`src/rtl/univ_shift_reg_n_if.sv`:
```
// Bus bundle for univ_shift_reg_n: control and data inputs, register and
// serializer outputs, plus the FSM state for observation.
interface univ_shift_reg_n_if #(
  parameter int WIDTH = 8
);
  localparam int CNT_W = $clog2(WIDTH + 1);

  logic [2:0]       op;
  logic [WIDTH-1:0] data_in;
  logic             serial_in;
  logic [CNT_W-1:0] shamt;
  logic             abort;
  logic [WIDTH-1:0] q;
  logic             serial_out;
  logic             ser_valid;
  logic             busy;
  logic             done;
  logic             fsm_state;

  // ser_valid is a valid-only strobe with no ready: the consumer must take
  // serial_out on every cycle ser_valid is high; done marks the last bit.
  modport master (
    output op, data_in, serial_in, shamt, abort,
    input  q, serial_out, ser_valid, busy, done, fsm_state
  );

  modport slave (
    input  op, data_in, serial_in, shamt, abort,
    output q, serial_out, ser_valid, busy, done, fsm_state
  );
endinterface

```
`src/rtl/univ_shift_reg_n.sv`:
```
// Universal shift register with an MSB-first self-timed serializer.
// Optional USR_BARREL_SHIFT_EN: shifts/rotates move q by shamt in one cycle.
module univ_shift_reg_n #(
  parameter int               WIDTH   = 8,
  parameter logic [WIDTH-1:0] RST_VAL = '0
) (
  input logic             clk,
  input logic             rst,
  univ_shift_reg_n_if.slave bus
);
  localparam int CNT_W = $clog2(WIDTH + 1);
  localparam logic [CNT_W-1:0] W_C  = CNT_W'(WIDTH);
  localparam logic [2:0] OP_HOLD = 3'b000;
  localparam logic [2:0] OP_LOAD = 3'b001;
  localparam logic [2:0] OP_SHL  = 3'b010;
  localparam logic [2:0] OP_SHR  = 3'b011;
  localparam logic [2:0] OP_ASR  = 3'b100;
  localparam logic [2:0] OP_ROL  = 3'b101;
  localparam logic [2:0] OP_ROR  = 3'b110;
  localparam logic [2:0] OP_SER  = 3'b111;

  typedef enum logic {IDLE = 1'b0, SHIFT = 1'b1} state_t;

  state_t           state, state_nx;
  logic [WIDTH-1:0] q_r, q_nx;
  logic             so_r, so_nx;
  logic             valid_r, valid_nx;
  logic             done_r, done_nx;
  logic [CNT_W-1:0] cnt_r, cnt_nx;
  logic [WIDTH-1:0] sh_q;
  logic             sh_so;

`ifdef USR_BARREL_SHIFT_EN
  localparam logic [WIDTH-1:0] ONE  = WIDTH'(1);
  localparam logic [WIDTH-1:0] ONES = '1;
  logic [CNT_W-1:0] rot;
  logic             sat;
  logic             fill_r;

  // shamt never reaches 2*WIDTH, so one conditional subtract gives the modulo.
  always_comb begin
    sh_q   = q_r;
    sh_so  = 1'b0;
    sat    = (bus.shamt >= W_C);
    rot    = sat ? bus.shamt - W_C : bus.shamt;
    fill_r = (bus.op == OP_ASR) ? q_r[WIDTH-1] : bus.serial_in;
    case (bus.op)
      OP_SHL: begin
        if (sat) begin
          sh_q  = {WIDTH{bus.serial_in}};
          sh_so = q_r[0];
        end else if (bus.shamt != '0) begin
          sh_q  = (q_r << bus.shamt) | (~(ONES << bus.shamt) & {WIDTH{bus.serial_in}});
          sh_so = |(q_r & (ONE << (W_C - bus.shamt)));
        end
      end
      OP_SHR, OP_ASR: begin
        if (sat) begin
          sh_q  = {WIDTH{fill_r}};
          sh_so = q_r[WIDTH-1];
        end else if (bus.shamt != '0) begin
          sh_q  = (q_r >> bus.shamt) | (~(ONES >> bus.shamt) & {WIDTH{fill_r}});
          sh_so = |(q_r & (ONE << (bus.shamt - 1'b1)));
        end
      end
      OP_ROL: begin
        if (rot != '0) begin
          sh_q  = (q_r << rot) | (q_r >> (W_C - rot));
          sh_so = |(q_r & (ONE << (W_C - rot)));
        end
      end
      OP_ROR: begin
        if (rot != '0) begin
          sh_q  = (q_r >> rot) | (q_r << (W_C - rot));
          sh_so = |(q_r & (ONE << (rot - 1'b1)));
        end
      end
      default: ;
    endcase
  end
`else
  wire unused_shamt = ^bus.shamt;

  always_comb begin
    sh_q  = q_r;
    sh_so = 1'b0;
    case (bus.op)
      OP_SHL: begin sh_q = {q_r[WIDTH-2:0], bus.serial_in}; sh_so = q_r[WIDTH-1]; end
      OP_SHR: begin sh_q = {bus.serial_in, q_r[WIDTH-1:1]}; sh_so = q_r[0]; end
      OP_ASR: begin sh_q = {q_r[WIDTH-1], q_r[WIDTH-1:1]};  sh_so = q_r[0]; end
      OP_ROL: begin sh_q = {q_r[WIDTH-2:0], q_r[WIDTH-1]};  sh_so = q_r[WIDTH-1]; end
      OP_ROR: begin sh_q = {q_r[0], q_r[WIDTH-1:1]};        sh_so = q_r[0]; end
      default: ;
    endcase
  end
`endif

  always_comb begin
    state_nx = state;
    q_nx     = q_r;
    so_nx    = so_r;
    valid_nx = 1'b0;
    done_nx  = 1'b0;
    cnt_nx   = cnt_r;
    case (state)
      IDLE: begin
        case (bus.op)
          OP_HOLD: so_nx = 1'b0;
          OP_LOAD: begin q_nx = bus.data_in; so_nx = 1'b0; end
          OP_SER: begin
            q_nx     = bus.data_in;
            cnt_nx   = W_C;
            state_nx = SHIFT;
          end
          default: begin q_nx = sh_q; so_nx = sh_so; end
        endcase
      end
      SHIFT: begin
        // Abort wins over the final bit, so no done is produced.
        if (bus.abort) begin
          state_nx = IDLE;
        end else begin
          so_nx    = q_r[WIDTH-1];
          q_nx     = {q_r[WIDTH-2:0], bus.serial_in};
          valid_nx = 1'b1;
          cnt_nx   = cnt_r - 1'b1;
          if (cnt_r == CNT_W'(1)) begin
            done_nx  = 1'b1;
            state_nx = IDLE;
          end
        end
      end
    endcase
  end

  always_ff @(posedge clk or posedge rst) begin
    if (rst) begin
      state   <= IDLE;
      q_r     <= RST_VAL;
      so_r    <= 1'b0;
      valid_r <= 1'b0;
      done_r  <= 1'b0;
      cnt_r   <= '0;
    end else begin
      state   <= state_nx;
      q_r     <= q_nx;
      so_r    <= so_nx;
      valid_r <= valid_nx;
      done_r  <= done_nx;
      cnt_r   <= cnt_nx;
    end
  end

  assign bus.q          = q_r;
  assign bus.serial_out = so_r;
  assign bus.ser_valid  = valid_r;
  assign bus.done       = done_r;
  assign bus.busy       = (state == SHIFT);
  assign bus.fsm_state  = state;
endmodule
```
`src/flat_wrapper.sv`:
```
// flat-port wrapper written by rule: the top's interface ports become plain ports
module univ_shift_reg_n_flat 
#(
  parameter int               WIDTH   = 8,
  parameter logic [WIDTH-1:0] RST_VAL = '0
)
  (clk, rst, bus_op, bus_data_in, bus_serial_in, bus_shamt, bus_abort, bus_q, bus_serial_out, bus_ser_valid, bus_busy, bus_done, bus_fsm_state);
  univ_shift_reg_n_if #(.WIDTH(WIDTH)) bus_i ();
  input logic clk;
  input logic rst;
  input wire logic [$bits(bus_i.op)-1:0] bus_op;
  input wire logic [$bits(bus_i.data_in)-1:0] bus_data_in;
  input wire logic [$bits(bus_i.serial_in)-1:0] bus_serial_in;
  input wire logic [$bits(bus_i.shamt)-1:0] bus_shamt;
  input wire logic [$bits(bus_i.abort)-1:0] bus_abort;
  output wire logic [$bits(bus_i.q)-1:0] bus_q;
  output wire logic [$bits(bus_i.serial_out)-1:0] bus_serial_out;
  output wire logic [$bits(bus_i.ser_valid)-1:0] bus_ser_valid;
  output wire logic [$bits(bus_i.busy)-1:0] bus_busy;
  output wire logic [$bits(bus_i.done)-1:0] bus_done;
  output wire logic [$bits(bus_i.fsm_state)-1:0] bus_fsm_state;
  assign bus_i.op = bus_op;
  assign bus_i.data_in = bus_data_in;
  assign bus_i.serial_in = bus_serial_in;
  assign bus_i.shamt = bus_shamt;
  assign bus_i.abort = bus_abort;
  assign bus_q = bus_i.q;
  assign bus_serial_out = bus_i.serial_out;
  assign bus_ser_valid = bus_i.ser_valid;
  assign bus_busy = bus_i.busy;
  assign bus_done = bus_i.done;
  assign bus_fsm_state = bus_i.fsm_state;
  univ_shift_reg_n #(.WIDTH(WIDTH), .RST_VAL(RST_VAL)) u_core (.clk(clk), .rst(rst), .bus(bus_i));
endmodule
```
`config.mk`:
```
export PLATFORM = sky130hd
export DESIGN_NAME = univ_shift_reg_n_flat
export DESIGN_NICKNAME = d
export VERILOG_FILES = /design/src/rtl/univ_shift_reg_n_if.sv /design/src/rtl/univ_shift_reg_n.sv /design/src/flat_wrapper.sv
export SDC_FILE = /design/constraint.sdc
export NUM_CORES = 1
export LEC_CHECK = 0
export ABC_AREA = 1
export CAP_MARGIN = 20
export CORE_MARGIN = 2
export CORE_UTILIZATION = 40
export CTS_BUF_LIST = sky130_fd_sc_hd__clkbuf_16
export CTS_CLUSTER_DIAMETER = 60
export CTS_CLUSTER_SIZE = 28
export DETAILED_ROUTE_END_ITERATION = 8
export GPL_ROUTABILITY_DRIVEN = 0
export GPL_TIMING_DRIVEN = 0
export PLACE_DENSITY = 0.69
export SYNTH_ARGS = -nofsm -noshare
export SYNTH_HDL_FRONTEND = slang
export SYNTH_SLANG_ARGS = --single-unit
```
`constraint.sdc`:
```
create_clock -name clk -period 2.3 [get_ports clk]
set_input_delay 0.575 -clock clk [delete_from_list [all_inputs] [get_ports clk]]
set_output_delay 0.575 -clock clk [all_outputs]
set_load 0.02 [all_outputs]
```
Yosys cells after proc, flatten, opt, wreduce, memory -nomap -nowiden
Cells that the tools add are included.
Widths: inputs -> output; s select.
{"block": "word_totals", "reg_bits": 16, "inputBits": 19}
{"block": "classes", "n_eq_ne": 15, "muxes": 20, "addsub": 1, "n_bitwise": 1, "reduce_logical": 9}
{"operator": "$pmux 8 s5", "count": 1}
{"operator": "$pmux 8 s2", "count": 2}
{"operator": "$eq 3x3->1 const B", "count": 4}
{"operator": "$mux 1", "count": 9}
{"operator": "$mux 4", "count": 2}
{"operator": "$mux 8", "count": 1}
{"operator": "$ne 2x2->1 const B", "count": 4}
{"operator": "$pmux 1 s2", "count": 4}
{"operator": "$pmux 4 s2", "count": 1}
{"operator": "$ne 7x7->1 const B", "count": 1}
{"operator": "$eq 3x2->1 const B", "count": 2}
{"operator": "$ne 6x6->1 const B", "count": 1}
{"operator": "$reduce_or 2->1", "count": 3}
{"operator": "$eq 4x1->1 const B", "count": 1}
{"operator": "$reduce_and 2->1", "count": 2}
{"operator": "$reduce_and 4->1", "count": 1}
{"operator": "$sub 4x1->4 const B", "count": 1}
{"operator": "$eq 3x1->1 const B", "count": 1}
{"operator": "$logic_not 3->1", "count": 1}
{"operator": "$ne 3x3->1 const B", "count": 1}
{"operator": "$reduce_and 3->1", "count": 1}
{"operator": "$reduce_or 3->1", "count": 1}
{"operator": "$not 1->1", "count": 1}

Logic depth before layout (Yosys ltp)
Gate-level depths: netlist (run 1).
{"block": "depth", "ltp_word": 5, "depth_mapped": 10, "mapped_depth_nobuf": 9}

Worst setup path after synthesis (run 1)
No wires, ideal clock.
{"block": "synth_timing", "path_type": "in2reg", "startpoint": "input bus_op[2]", "endpoint": "register u_core.q_r[3], in the netlist u_core.bus.q[3]", "slack_ns": 0.771, "t_required_ns": 2.184, "path_stages": 8, "setup_time_ns": 0.116, "t_arrival_ns": 1.413, "cell_sequence": "buf_4 > inv_4 > nand3_1 > o21ai_2 > buf_2 > a21oi_1 > nand2_1 > nand2_1"}
{"block": "synth_between", "elab_chain_len": 4}
{"item": "start, declared", "line": "flat_wrapper.sv:11", "source": "input wire logic [$bits(bus_i.op)-1:0] bus_op;"}
{"item": "$eq 3x3->1, or another cell as far along", "line": "univ_shift_reg_n.sv:87", "source": "case (bus.op)"}
{"item": "$pmux 8 s5 / $reduce_or 2->1 (equally long branches)"}
{"item": "$pmux 8 s2 / $ne 7x7->1 (equally long branches)"}
{"item": "$pmux 8 s2 / $reduce_and 3->1 (equally long branches)"}
{"item": "end signal, assigned", "line": "univ_shift_reg_n.sv:146", "source": "q_r <= q_nx;"}
{"item": "end, declared", "line": "univ_shift_reg_n.sv:25", "source": "logic [WIDTH-1:0] q_r, q_nx;"}
Parallel ways exist; a longest one is shown, timed or not.
A chain may end at the register's enable or synchronous reset.

Worst setup path in the final report (run 1)
{"block": "layout_timing", "startpoint": "input bus_op[0]", "endpoint": "register u_core.q_r[2], in the netlist u_core.bus.q[2]"}
The elaborated chain is that of the path after synthesis.

==> impl_summary.md, run 1 <==
Timing
Subtracting the final worst setup slack from the clock period gives between 1500 and 2000 ps. The count of pins over their slew limit is 0. Timing would allow up to approximately 510 MHz. After layout, the worst path uses 84.84% of the clock period. Setup violations remaining at the end of the flow were counted as 0. Setup repair after global routing left no endpoint under its margin.

The actual transition at the worst max-transition pin is 611.5 ps. The relative slew slack is about three fifths. The final setup skew is roughly 1.2 ps.

The total count of hold-check failures in the final report was 0. The final worst-path setup slack is ~350 ps. After routing, the total negative slack on setup checks comes to 0 ps.

Place
Summing all placed instances gives a cell area of approximately 1500 µm². The final HPWL from detailed placement is 2111 µm. OpenSTA, run right after detailed placement, puts the worst setup slack at roughly 110 ps. Input and output buffers added on the ports amount to 26.

Cells and area
The count of inserted antenna diode cells is 0. The area growth from synthesis to layout is 32.65%. In the final layout, the share of cells above drive strength 1 is a little under an eighth. The final cell area excluding filler cells is 1535 µm². In the layout the commonest cells are nand2_1 (65), clkdlybuf4s50_1 (26), inv_1 (18).

After the last flow step, the layout net total stands at roughly 230. The utilization after layout is between 50% and 60%. The commonest non-fill, non-tap cell in the layout is nand2_1. Counting the fill cells in the layout gives approximately 280.

Floorplan
The effective utilization at floorplan is a little over two fifths. The number of placement rows is 19. The boundary pin count is 32. The horizontal die dimension is 57.79 µm. The core region is 2758 µm². The overall die height is 57.79 µm. The die footprint is around 3300 µm².

Pwr
Summed over all nets, the switching power comes to 532.6 µW. Of the total power, the share spent switching nets is 38.06%. Power spread over the standard cell area amounts to 911.6 nW/µm². After layout, the design draws a total of around 1.4 mW. The worst IR drop on VDD is just over 0.8 mV. Cell internal power was estimated by the tool at a little under 900 µW. The combinational power share is 42.2%. The leakage power is 0.7959 nW. Sequential cells account for 33.2% of the total power. The part of the total power dissipated in the clock network is between 20% and 30%.

GRT
The first global-routing pass estimated around 4700 µm of wire. The total global routing overflow is 0. Entering global routing, the biggest net connects 17 pins.

The number of antenna violations at the first check in global routing is 0. Across every metal layer, demand over resource in global routing totals 18.02%. The via count of the first global-routing pass is roughly 1100.

Routing
For this run, design rule violations remaining after detail routing come to 0. The number of vias after detailed routing is around 1200. The routed wire length is ~2700 µm. The first detailed-routing pass took 4 iterations. The detailed router finished its first iteration with 16 violations. In this run the remaining antenna-violating nets after routing total 0. Using the TritonRoute via totals, the vias-per-cell ratio works out to between 5 and 6. After detailed routing, the average wire length per cell comes to around 12 µm.

Clock tree
CTS saw 16 sinks. The depth of the CTS H-tree is 1. Post-CTS timing repair inserted 0 buffers for setup.

The number of clock buffers inserted by TritonCTS is 3. The cell sitting at the root of the clock tree is a clkbuf_16. The clock insertion delay at the later pin of the skew report is roughly 250 ps. The total of cells resized after clock tree synthesis is 0. Clock-pin slew was measured on the worst setup and hold paths at around 50 ps.

In this run, post-CTS hold repair placed 0 buffers. The clock tree from TritonCTS is yes. The clock passes through at most 2 buffers.

Critical path
The highest net fanout along the worst path is 9. The worst setup path is captured at a register. The reg-to-reg endpoint is u_core.bus.q[4]. Data on the critical path is required at its endpoint by roughly 2400 ps. The worst setup path is launched from a primary input. The arrival time of the worst setup path is 2090 ps. The launch instance of the worst register-to-register path is u_core.bus.busy. The slack of the worst reg-to-reg path is between 800 and 900 ps. The setup path with the least slack is of type in2reg. The depth of the worst register-to-register path is 8.

Min path
The path with the worst hold slack has its endpoint at u_core.bus.q[6]. The min-delay analysis places its worst path in the category reg2reg. In this run the most critical hold path is launched from u_core.bus.q[6]. The cell depth of the worst hold path is 2.

Logic synthesis
The number of warning messages in the yosys log is 0. The number of nets in the synthesized netlist is approximately 190. For this run, the register share of the synthesized area comes to between 30 and 40%. The number of library cell types mapped by synthesis is 28. The netlist area before placement is approximately 1200 µm². The synthesized flop and latch total is 16. Averaged over all synthesized cells, the footprint is 6.690 µm². The count of mapped cells out of synthesis is about 170.

Outcome
The run finished with clean final reports.

Flow run
The number of max-capacitance violations reported is 0.
==> cell usage after synthesis, drive strengths merged <==
master,instances,share of area (%)
a21oi,10,4.3
buf,5,3.4
clkbuf,1,0.32
dfrtp,16,35
ha,2,2.2
inv,25,8.3
nand2,68,23
nand3,6,2.6
nand4,2,1.1
nor2,14,6.8
nor3,2,1.8
o211ai,6,3.9
o21a,1,0.65
o21ai,12,5.5
o22ai,1,0.54
or2,1,0.54
xor2,1,0.76
==> flip-flops by register name, summed over array words and instances, names as in the netlist <==
| name | count |
|---|---|
| u_core.cnt_r | 4 |
| u_core.bus.busy | 1 |
| u_core.bus.ser_valid | 1 |
| u_core.bus.serial_out | 1 |
| u_core.bus.done | 1 |
| u_core.bus.q | 8 |
==> final cells by class <==
class	instances	area [µm²]	share of cell area (%)
Sequential cell	16	400.4	26.08
Clock buffer	3	75.07	4.890
Inverter	25	96.34	6.275
Tap cell	31	38.79	2.526
Clock inverter	1	3.754	0.2445
Timing Repair Buffer	26	260.3	16.95
Multi-Input combinational cell	126	618.1	40.26
Buffer	6	42.54	2.771
==> worst max path at each step <==
| stage | cells past startpoint | slack [ps] | start | end |
|---|---|---|---|---|
| after global placement | 8 | 170 | bus_op[0] | u_core.bus.q[2] |
| after global routing | 8 | 190 | bus_op[0] | u_core.bus.q[1] |
| final | 8 | 350 | bus_op[0] | u_core.bus.q[2] |
| after CTS | 8 | 370 | bus_op[0] | u_core.bus.q[5] |
| after floorplan | 8 | 770 | bus_op[2] | u_core.bus.q[3] |
| after detailed placement | 8 | 110 | bus_op[0] | u_core.bus.q[5] |
==> routing by layer <==
metal	track usage [%]	share of wire [%]
met1	21.89	44
met3	3.571	4.5
met5	0	0
met4	6.977	1.4
met2	31.33	50
==> critical path, cell delays in order <==
cell and delay [ps]:
clkdlybuf4s50_1 610, inv_2 130, nor3_4 370, nor2_4 120
o211ai_1 120, nand2_1 70, nand2_1 60, nand2_1 40
==> power by group through the flow <==
stage	registers (mW)	clock network, mW	logic [mW]
2_1_floorplan	0.524	0	0.298
3_5_place_dp	0.466	0	0.594
5_1_grt	0.479	0.362	0.657
6_report	0.464	0.345	0.590
3_3_place_gp	0.461	0	0.578
4_1_cts	0.463	0.348	0.596
==> cells by family (layout without fill, tap and decap cells) <==
kind of cell / Yosys count / after routing / synth area share (%)
compound gates: 30 / 30 / 14.92
xor+xnor: 1 / 1 / 0.7569
fa+ha+maj: 2 / 2 / 2.162
buf+inv: 31 / 61 / 12.00
flops: 16 / 16 / 34.59
simple gates: 93 / 93 / 35.57
==> metrics by stage <==
step                      std cells  hold WS (ps)
final                           234         513.5
after global placement          230         504.7
after CTS                       234         522.2
after detailed placement        230         506.5
after floorplan                 173         488.7
after global routing            234         554.2
Power figures use the tool's default switching activity.
==> run 2: changes to the inputs <==
==> constraint.sdc (replaced) <==
create_clock -name clk -period 1.91 [get_ports clk]
set_input_delay 0.4775 -clock clk [delete_from_list [all_inputs] [get_ports clk]]
set_output_delay 0.4775 -clock clk [all_outputs]
set_load 0.02 [all_outputs]
==> run 2 against run 1 <==
  * Register-to-register slack worse by 390 ps
  * Non-clock buffer count up 5
  * Power up 21%
  * Flip-flop and latch count unchanged
  * Core utilization up 1.5 points
  * Setup slack worse by 270 ps
  * Largest cell class unchanged
  * Highest routed layer unchanged
==> impl_summary.md, run 2 (synthesized netlist as in run 1, its figures left out) <==
Place
The total placed instance area is 1456 µm² (unchanged). The final HPWL from detailed placement is 2111 µm (unchanged). The port buffer count is 26 (unchanged). The pre-CTS setup slack came to -177.8 ps (-292.5 ps).

Timing
The clock period minus final worst setup slack is about 1800 ps. Setup repair after global routing left no endpoint under its margin. The final worst-path setup slack is 81.95 ps (-266.8 ps). The actual transition at the worst max-transition pin is 614.8 ps (+3.253 ps). The final setup skew is 1.984 ps (+0.7549 ps). The final-report setup violation count was 0 (unchanged). The count of pins over their slew limit came to 0 (unchanged). The post-route worst hold slack is 515.4 ps (+1.902 ps). The total count of hold-check failures in the final report is 0 (unchanged). The relative slew slack is 58.97% (-0.22 points).

In the finished design, the share of the clock period the worst path needs comes to a little over nine tenths. The timing-limited maximum frequency is 547.0 MHz.

Critical path
The worst stage delay on the critical path is 640 ps (+30 ps). STA classifies the critical path endpoint as an output port. The slowest stage of the critical path is the clkdlybuf4s50_1 cell. The cell class contributing the biggest share of worst-path delay is buffers and inverters. STA classifies the critical path startpoint as a register.

The classification of the worst setup path is reg2out. The required time at the endpoint of the critical path is 1430 ps (-1010 ps). The highest net fanout along the worst path is 6 (-3). The arrival time of the worst setup path is 1350 ps (-740 ps). Walking the worst path, the cells encountered are clkdlybuf4s50_1. The combined buffer and inverter count along the critical path is 1 (-1).

Routing
The number of antenna-violating nets in the routed design is 0 (unchanged). The number of vias after detailed routing came to 1197 (+2.2%). The average wire length per cell after detail routing was 11.59 µm (-1.2%). The iteration count of the initial detailed-routing pass was 4 (unchanged). The via density per instance is 5.008 (about the same).

The number of DRC markers after the initial detailed-route iteration is 33 (+17). The post-detailed-route DRC marker count came to 0 (unchanged). The routed wire length is 2769 µm (+0.91%).

Pwr
The worst IR drop on VDD is 0.9834 mV (+21%). The leakage power came to 0.8217 nW (+3.2%). The power density over the cells is 1079 nW/µm² (+18%).

Cells and area
The final cell area excluding filler cells was 1575 µm² (+2.6%). The library cells used most frequently in the layout, excluding fill and tap cells, are nand2_1 (65), clkdlybuf4s50_1 (26), inv_1 (18). The count of inserted antenna diode cells is 0 (unchanged).

The layout cell share with drive strength beyond 1 came to 13.94% (+2.1 points). The library cell used most frequently in the layout, excluding fill and tap cells, is nand2_1. The number of filler instances in the final layout is 275 (-1.4%).

The post-synthesis to final-layout area growth is 36.11%. The utilization after layout was 57.12% (+1.5 points). The net total in the final layout is 230 (+2.2%).

The number of flip-flops under the largest register name is 8 (unchanged).

GRT
The global-route wire length before repair is 4698 µm (unchanged). The via count of the first global-routing pass was 1073 (unchanged). The largest net degree at the start of global routing was 17 (unchanged). The global-route usage over all layers is 18.02% (unchanged). The number of antenna violations at the first check in global routing is 0 (unchanged).

The total global routing overflow came to 0 (unchanged).

Clock tree
The clock transition at the registers of the reported paths is 50 ps (about the same). The tree is rooted in a clkbuf_16. The clock tree from TritonCTS is yes. The clock insertion delay at the later pin of the skew report was 250 ps (about the same). The number of clock buffers inserted by TritonCTS was 3 (unchanged).

The number of clock sinks seen by CTS came to 16 (unchanged). The depth of the CTS H-tree is 1 (unchanged). The maximum root-to-sink buffer count is 2 (unchanged).

Floorplan
The overall die height was 57.79 µm (unchanged). The horizontal die dimension is 57.79 µm (unchanged). The die footprint was 3340 µm² (unchanged). The boundary pin count came to 32 (unchanged). The area inside the core boundary came to 2758 µm² (unchanged). The effective utilization at floorplan is 41.97% (unchanged). The number of placement rows was 19 (unchanged).

Flow run
The number of max-capacitance violations reported is 0 (unchanged).

Min path
The worst hold path belongs to the class reg2reg.

Outcome
The flow ran to the end, and the final reports show no timing, DRC or antenna violations.
-- run 2: cell count changes in the layout (fill, tap and decap cells not counted) --
cell | before | now
buf_4 | 3 | 8
clkbuf_4 | 0 | 1
buf_2 | 1 | 0
-- run 2: report_power, final --
| group | internal [mW] | switching [mW] | total (mW) |
|---|---|---|---|
| registers | 0.450 | 0.108 | 0.558 |
| logic | 0.325 | 0.397 | 0.722 |
| clock network | 0.278 | 0.140 | 0.419 |
-- run 2: per-layer routing --
metal / global-route usage [%] / routed length (µm) / vias to the layer above
li1: - / - / 619
met1: 21.89 / 1227 / 546
met2: 31.33 / 1383 / 27
met3: 3.571 / 117 / 5
met4: 6.977 / 41 / 0
met5: 0 / 0 / -
-- run 2: what timing repair did --
action                     in CTS  in global routing
hold buffers                    0                  0
gates resized for setup         0                  1
setup endpoints to repair       0                  8
buffers inserted                0                  5
-- run 2: cell type report --
cell class,count,area [µm²],share of cell area (%)
inverter,25,96.34,6.116
clock buffer,3,75.07,4.766
tap,31,38.79,2.462
multi-input combinational,126,618.1,39.24
timing repair buffer,31,297.8,18.90
clock inverter,1,3.754,0.2383
sequential,16,400.4,25.42
buffer,6,45.04,2.859
-- run 2: path summary, 6_finish.rpt --
| kind | slack, ps | cells after the start | to | start |
|---|---|---|---|---|
| setup / recovery | 80 | 1 | bus_q[0] | u_core.bus.q[0] |
| hold / removal | 520 | 2 | u_core.bus.q[6] | u_core.bus.q[6] |
| setup reg to reg | 450 | 8 | u_core.bus.q[4] | u_core.bus.busy |
| hold reg to reg | 520 | 2 | u_core.bus.q[6] | u_core.bus.q[6] |
| max in group asynchronous | 910 | 2 | u_core.bus.ser_valid | rst |
| min in group asynchronous | 600 | 2 | u_core.bus.q[4] | rst |
-- run 2: per-stage QoR --
step / cells / power [mW] / setup TNS (ps)
2_1_floorplan: 173 / 0.9897 / 0
3_3_place_gp: 230 / 1.251 / -850.7
3_5_place_dp: 230 / 1.276 / -1476
4_1_cts: 234 / 1.695 / 0
5_1_grt: 239 / 1.817 / 0
6_report: 239 / 1.699 / 0
==> run 3: changes to the inputs <==
--- a/config.mk
+++ b/config.mk
@@ -5,7 +5,6 @@
 export SDC_FILE = /design/constraint.sdc
 export NUM_CORES = 1
 export LEC_CHECK = 0
-export ABC_AREA = 1
 export CAP_MARGIN = 20
 export CORE_MARGIN = 2
 export CORE_UTILIZATION = 40
==> run 3 against run 2 <==
  * Flip-flop and latch count unchanged
  * Setup slack worse by 12 ps
  * Critical path depth rose by 1
  * Via count shrank 9.3%
  * Clock power down 3%
  * Power down 8.6%
  * Largest power group unchanged
==> impl_summary.md, run 3 <==
Logic synthesis
The most repeated cell in the gate-level netlist after synthesis is dfrtp_1. The sequential-to-total area share from yosys stat is 36.66% (+2.1 points). The number of nets in the synthesized netlist is 144 (-26%). In the post-synthesis netlist, the biggest area contributors are dfrtp_1 (37%), o21ai_0 (6.0%), nand2_1 (3.8%), nand3_1 (3.2%), a21oi_1 (2.7%). The synthesized area per cell came to 8.880 µm² (+33%). Of all cell types, the one taking the most synthesized area is dfrtp_1. The number of warning messages in the yosys log is 0 (unchanged).

The top-area cell type share of the netlist area is 36.66% (+2.1 points). Ranked by instance count, the synthesized netlist is headed by dfrtp_1 (16), o21ai_0 (13), nand2_1 (11). Among all flip-flop cells after synthesis, the most frequent one is dfrtp_1. The count of mapped cells out of synthesis was 123 (-29%). The number of synthesized flops with an enable pin was 0 (unchanged). The async set-or-reset flop fraction in the synthesized netlist is 100.0% (unchanged).

The synthesized flop and latch total is 16 (unchanged). The netlist area before placement is 1092 µm² (-5.6%). The number of library cell types mapped by synthesis is 43 (+54%).

Critical path
The classification of the worst setup path is reg2out. The launching element of the worst setup path is u_core.bus.busy. The worst stage delay on the critical path came to 590 ps (-50 ps). The worst setup path is captured at an output port. The startpoint identified for the worst register-to-register timing path is u_core.bus.busy. The signal on the critical path passes through buf_4, clkdlybuf4s50_1. The arrival time of the worst setup path is 1360 ps (about the same). The required time at the endpoint of the critical path is 1430 ps (about the same).

The highest net fanout along the worst path is 7 (+1). For this design, the slowest cell found on the critical path is clkdlybuf4s50_1. The worst setup path is launched from a register.

Clock tree
The number of clock buffers inserted by TritonCTS is 3 (unchanged). The clock root buffer is clkbuf_16. The clock insertion delay at the later pin of the skew report is 240 ps (about the same). The depth of the CTS H-tree was 1 (unchanged). The quantity of hold-fixing buffers added after cts is 0 (unchanged). The number of clock sinks seen by CTS came to 16 (unchanged). The maximum root-to-sink buffer count came to 2 (unchanged).

TritonCTS built the clock tree. The clock transition at the registers of the reported paths is 50 ps (about the same).

Place
The final HPWL from detailed placement is 2044 µm (-3.1%). The number of cells in the design after placement is 179 (-22%). The port buffer count is 26 (unchanged).

Pwr
The combinational power share was 37.9% (-4.6 points). The design internal power came to 1.020 mW (-3.2%). The overall power consumption came to 1.553 mW (-8.6%). The fraction of power consumed by sequential logic is 35.8% (+2.9 points). The leakage power is 0.6841 nW (-17%). The power density over the cells is 1030 nW/µm² (-4.5%).

The switching power of the nets came to 533.7 µW (-17%). The switching share of power came to 34.36% (-3.6 points). The worst IR drop on VDD is 0.6977 mV (-29%).

The part of the total power dissipated in the clock network is 26.3% (+1.7 points).

Cells and area
Leaving out fill and tap cells, the most frequent cells in the layout are clkdlybuf4s50_1 (23), dfrtp_1 (15), o21ai_0 (13). The area of the multi-input gates is 608.1 µm² (-1.6%). The number of standard cells in the layout, taps in and fillers out came to 185 (-23%).

The number of flip-flops under the largest register name is 8 (unchanged). The count of inserted antenna diode cells is 0 (unchanged). The footprint of the flip-flops and latches is 401.6 µm² (+0.31%).

The layout cell share with drive strength beyond 1 was 12.90% (-1.0 points). The net total in the final layout was 177 (-23%). The library cell used most frequently in the layout, excluding fill and tap cells, is clkdlybuf4s50_1. The number of filler instances in the final layout is 230 (-16%). Relative to the synthesized area, the layout overhead comes to 38.03%.

Routing
The average wire length per cell after detail routing was 15.34 µm (+32%). The number of antenna-violating nets in the routed design is 0 (unchanged). The post-detailed-route DRC marker count came to 0 (unchanged).

The number of vias after detailed routing is 1086 (-9.3%). The iteration count of the initial detailed-routing pass is 4 (unchanged). The number of DRC markers after the initial detailed-route iteration is 20 (-39%).

The routed wire length is 2837 µm (+2.5%). The via density per instance was 5.870 (+17%).

Floorplan
The die footprint is 3165 µm² (-5.2%). The boundary pin count came to 32 (unchanged). The effective utilization at floorplan is 43.30% (+1.3 points). The number of placement rows was 18 (-1).

The area inside the core boundary is 2522 µm² (-8.5%). The horizontal die dimension was 56.26 µm (-2.7%). The overall die height is 56.26 µm (-2.7%).

Timing
The actual transition at the worst max-transition pin was 617.4 ps (+2.658 ps). The timing-limited maximum frequency is 543.3 MHz (-0.67%). The relative slew slack is 58.79% (-0.18 points).

The portion of the clock cycle consumed by the worst path in the final layout is 96.36% (+0.65 points). The total count of hold-check failures in the final report is 0 (unchanged). The total negative setup slack was 0 ps (unchanged). Setup repair after global routing left no endpoint under its margin.

The clock period minus final worst setup slack is 1840 ps (+12.41 ps). The count of pins over their slew limit came to 0 (unchanged). The final setup skew is 1.162 ps (-0.8214 ps).

The final-report setup violation count came to 0 (unchanged).

Flow run
The number of max-capacitance violations reported is 0 (unchanged).

GRT
The global-route usage over all layers was 18.61% (+0.58 points). The number of antenna violations at the first check in global routing is 0 (unchanged). The total global routing overflow is 0 (unchanged). The largest net degree at the start of global routing came to 17 (unchanged).

The global-route wire length before repair is 4747 µm (+1.0%). The via count of the first global-routing pass came to 1048 (-2.3%).

Outcome
The run finished with clean final reports.

Min path
In this run the worst hold path is classified as reg2reg. The startpoint of the worst hold path is u_core.cnt_r[1].
[run 3: cell count changes in the layout (fill, tap and decap cells not counted), moves of 4 or more]
cell	before	now
a21oi_1	10	6
buf_4	8	4
inv_1	18	8
inv_2	6	1
nand2_1	65	11
nor2_1	11	1
nor2b_1	0	4
o211ai_1	6	1
o21ai_0	1	13
o21ai_1	10	2
o31ai_1	0	4
[run 3: worst paths after layout]
path | endpoint | slack (ps) | depth (start not counted)
worst min-delay path | u_core.cnt_r[1] | 530 | 2
max in group asynchronous | u_core.bus.busy | 860 | 2
worst max register to register | u_core.bus.q[7] | 250 | 4
worst min register to register | u_core.cnt_r[1] | 530 | 2
worst max-delay path | bus_fsm_state | 70 | 2
min in group asynchronous | u_core.bus.q[0] | 620 | 2
[run 3: per-stage QoR]
step                hold WS [ps]  utilization (%)  setup slack [ps]  area [µm²]
CTS                        531.5            58.78             21.33        1483
detailed placement         521.6            55.11            -342.1        1390
floorplan                  391.2                -             307.7        1092
global route               562.4            59.77             19.09        1508
finish                     530.0            59.77             69.53        1508
global placement           507.6            55.11            -293.8        1390
[run 3: cells by family (layout without fill, tap and decap cells)]
| kind of cell | after synthesis | in the layout | synth area share [%] |
|---|---|---|---|
| flip-flops | 16 | 16 | 36.65 |
| XOR/XNOR | 3 | 3 | 3.093 |
| buffers and inverters | 18 | 50 | 8.247 |
| multiplexers | 3 | 3 | 3.895 |
| AND/OR/NAND/NOR | 35 | 35 | 17.30 |
| AO/OA/AOI/OAI | 46 | 46 | 28.52 |
| adder cells (fa/ha/maj) | 2 | 2 | 2.291 |
[run 3: worst max-delay path: cells and delay by family, from the launching register on]
| family | cells | cell delay, ps |
|---|---|---|
| buffers and inverters | 2 | 710 |
| DFF | 1 | 410 |
[run 3: routing by layer]
layer  wire, µm  global-route usage (%)  part of all wire (%)
met4         27                   6.803                  0.95
met3        115                   1.613                   4.1
met2       1327                   30.92                    47
met1       1366                   25.11                    48
met5          0                       0                     0
[run 3: cell type report]
| type | count | area share (%) |
|---|---|---|
| timing repair buffer | 28 | 18.51 |
| tap | 30 | 2.490 |
| clock buffer | 3 | 4.979 |
| inverter | 10 | 2.656 |
| sequential | 16 | 26.64 |
| clock inverter | 1 | 0.2490 |
| multi-input combinational | 89 | 40.33 |
| buffer | 8 | 4.149 |
[run 3: power groups by stage]
stage | Clock, mW | Combinational, mW | Sequential (mW)
after floorplan | 0 | 0.293 | 0.601
after global placement | 0 | 0.568 | 0.552
after detailed placement | 0 | 0.581 | 0.556
after CTS | 0.410 | 0.587 | 0.553
after global routing | 0.429 | 0.649 | 0.574
final | 0.408 | 0.588 | 0.557
[run 3: repair_timing]
action | CTS | global route
pin swaps | 0 | 1
endpoints found under the setup margin | 2 | 6
buffers inserted | 1 | 1
gates resized for setup | 4 | 6
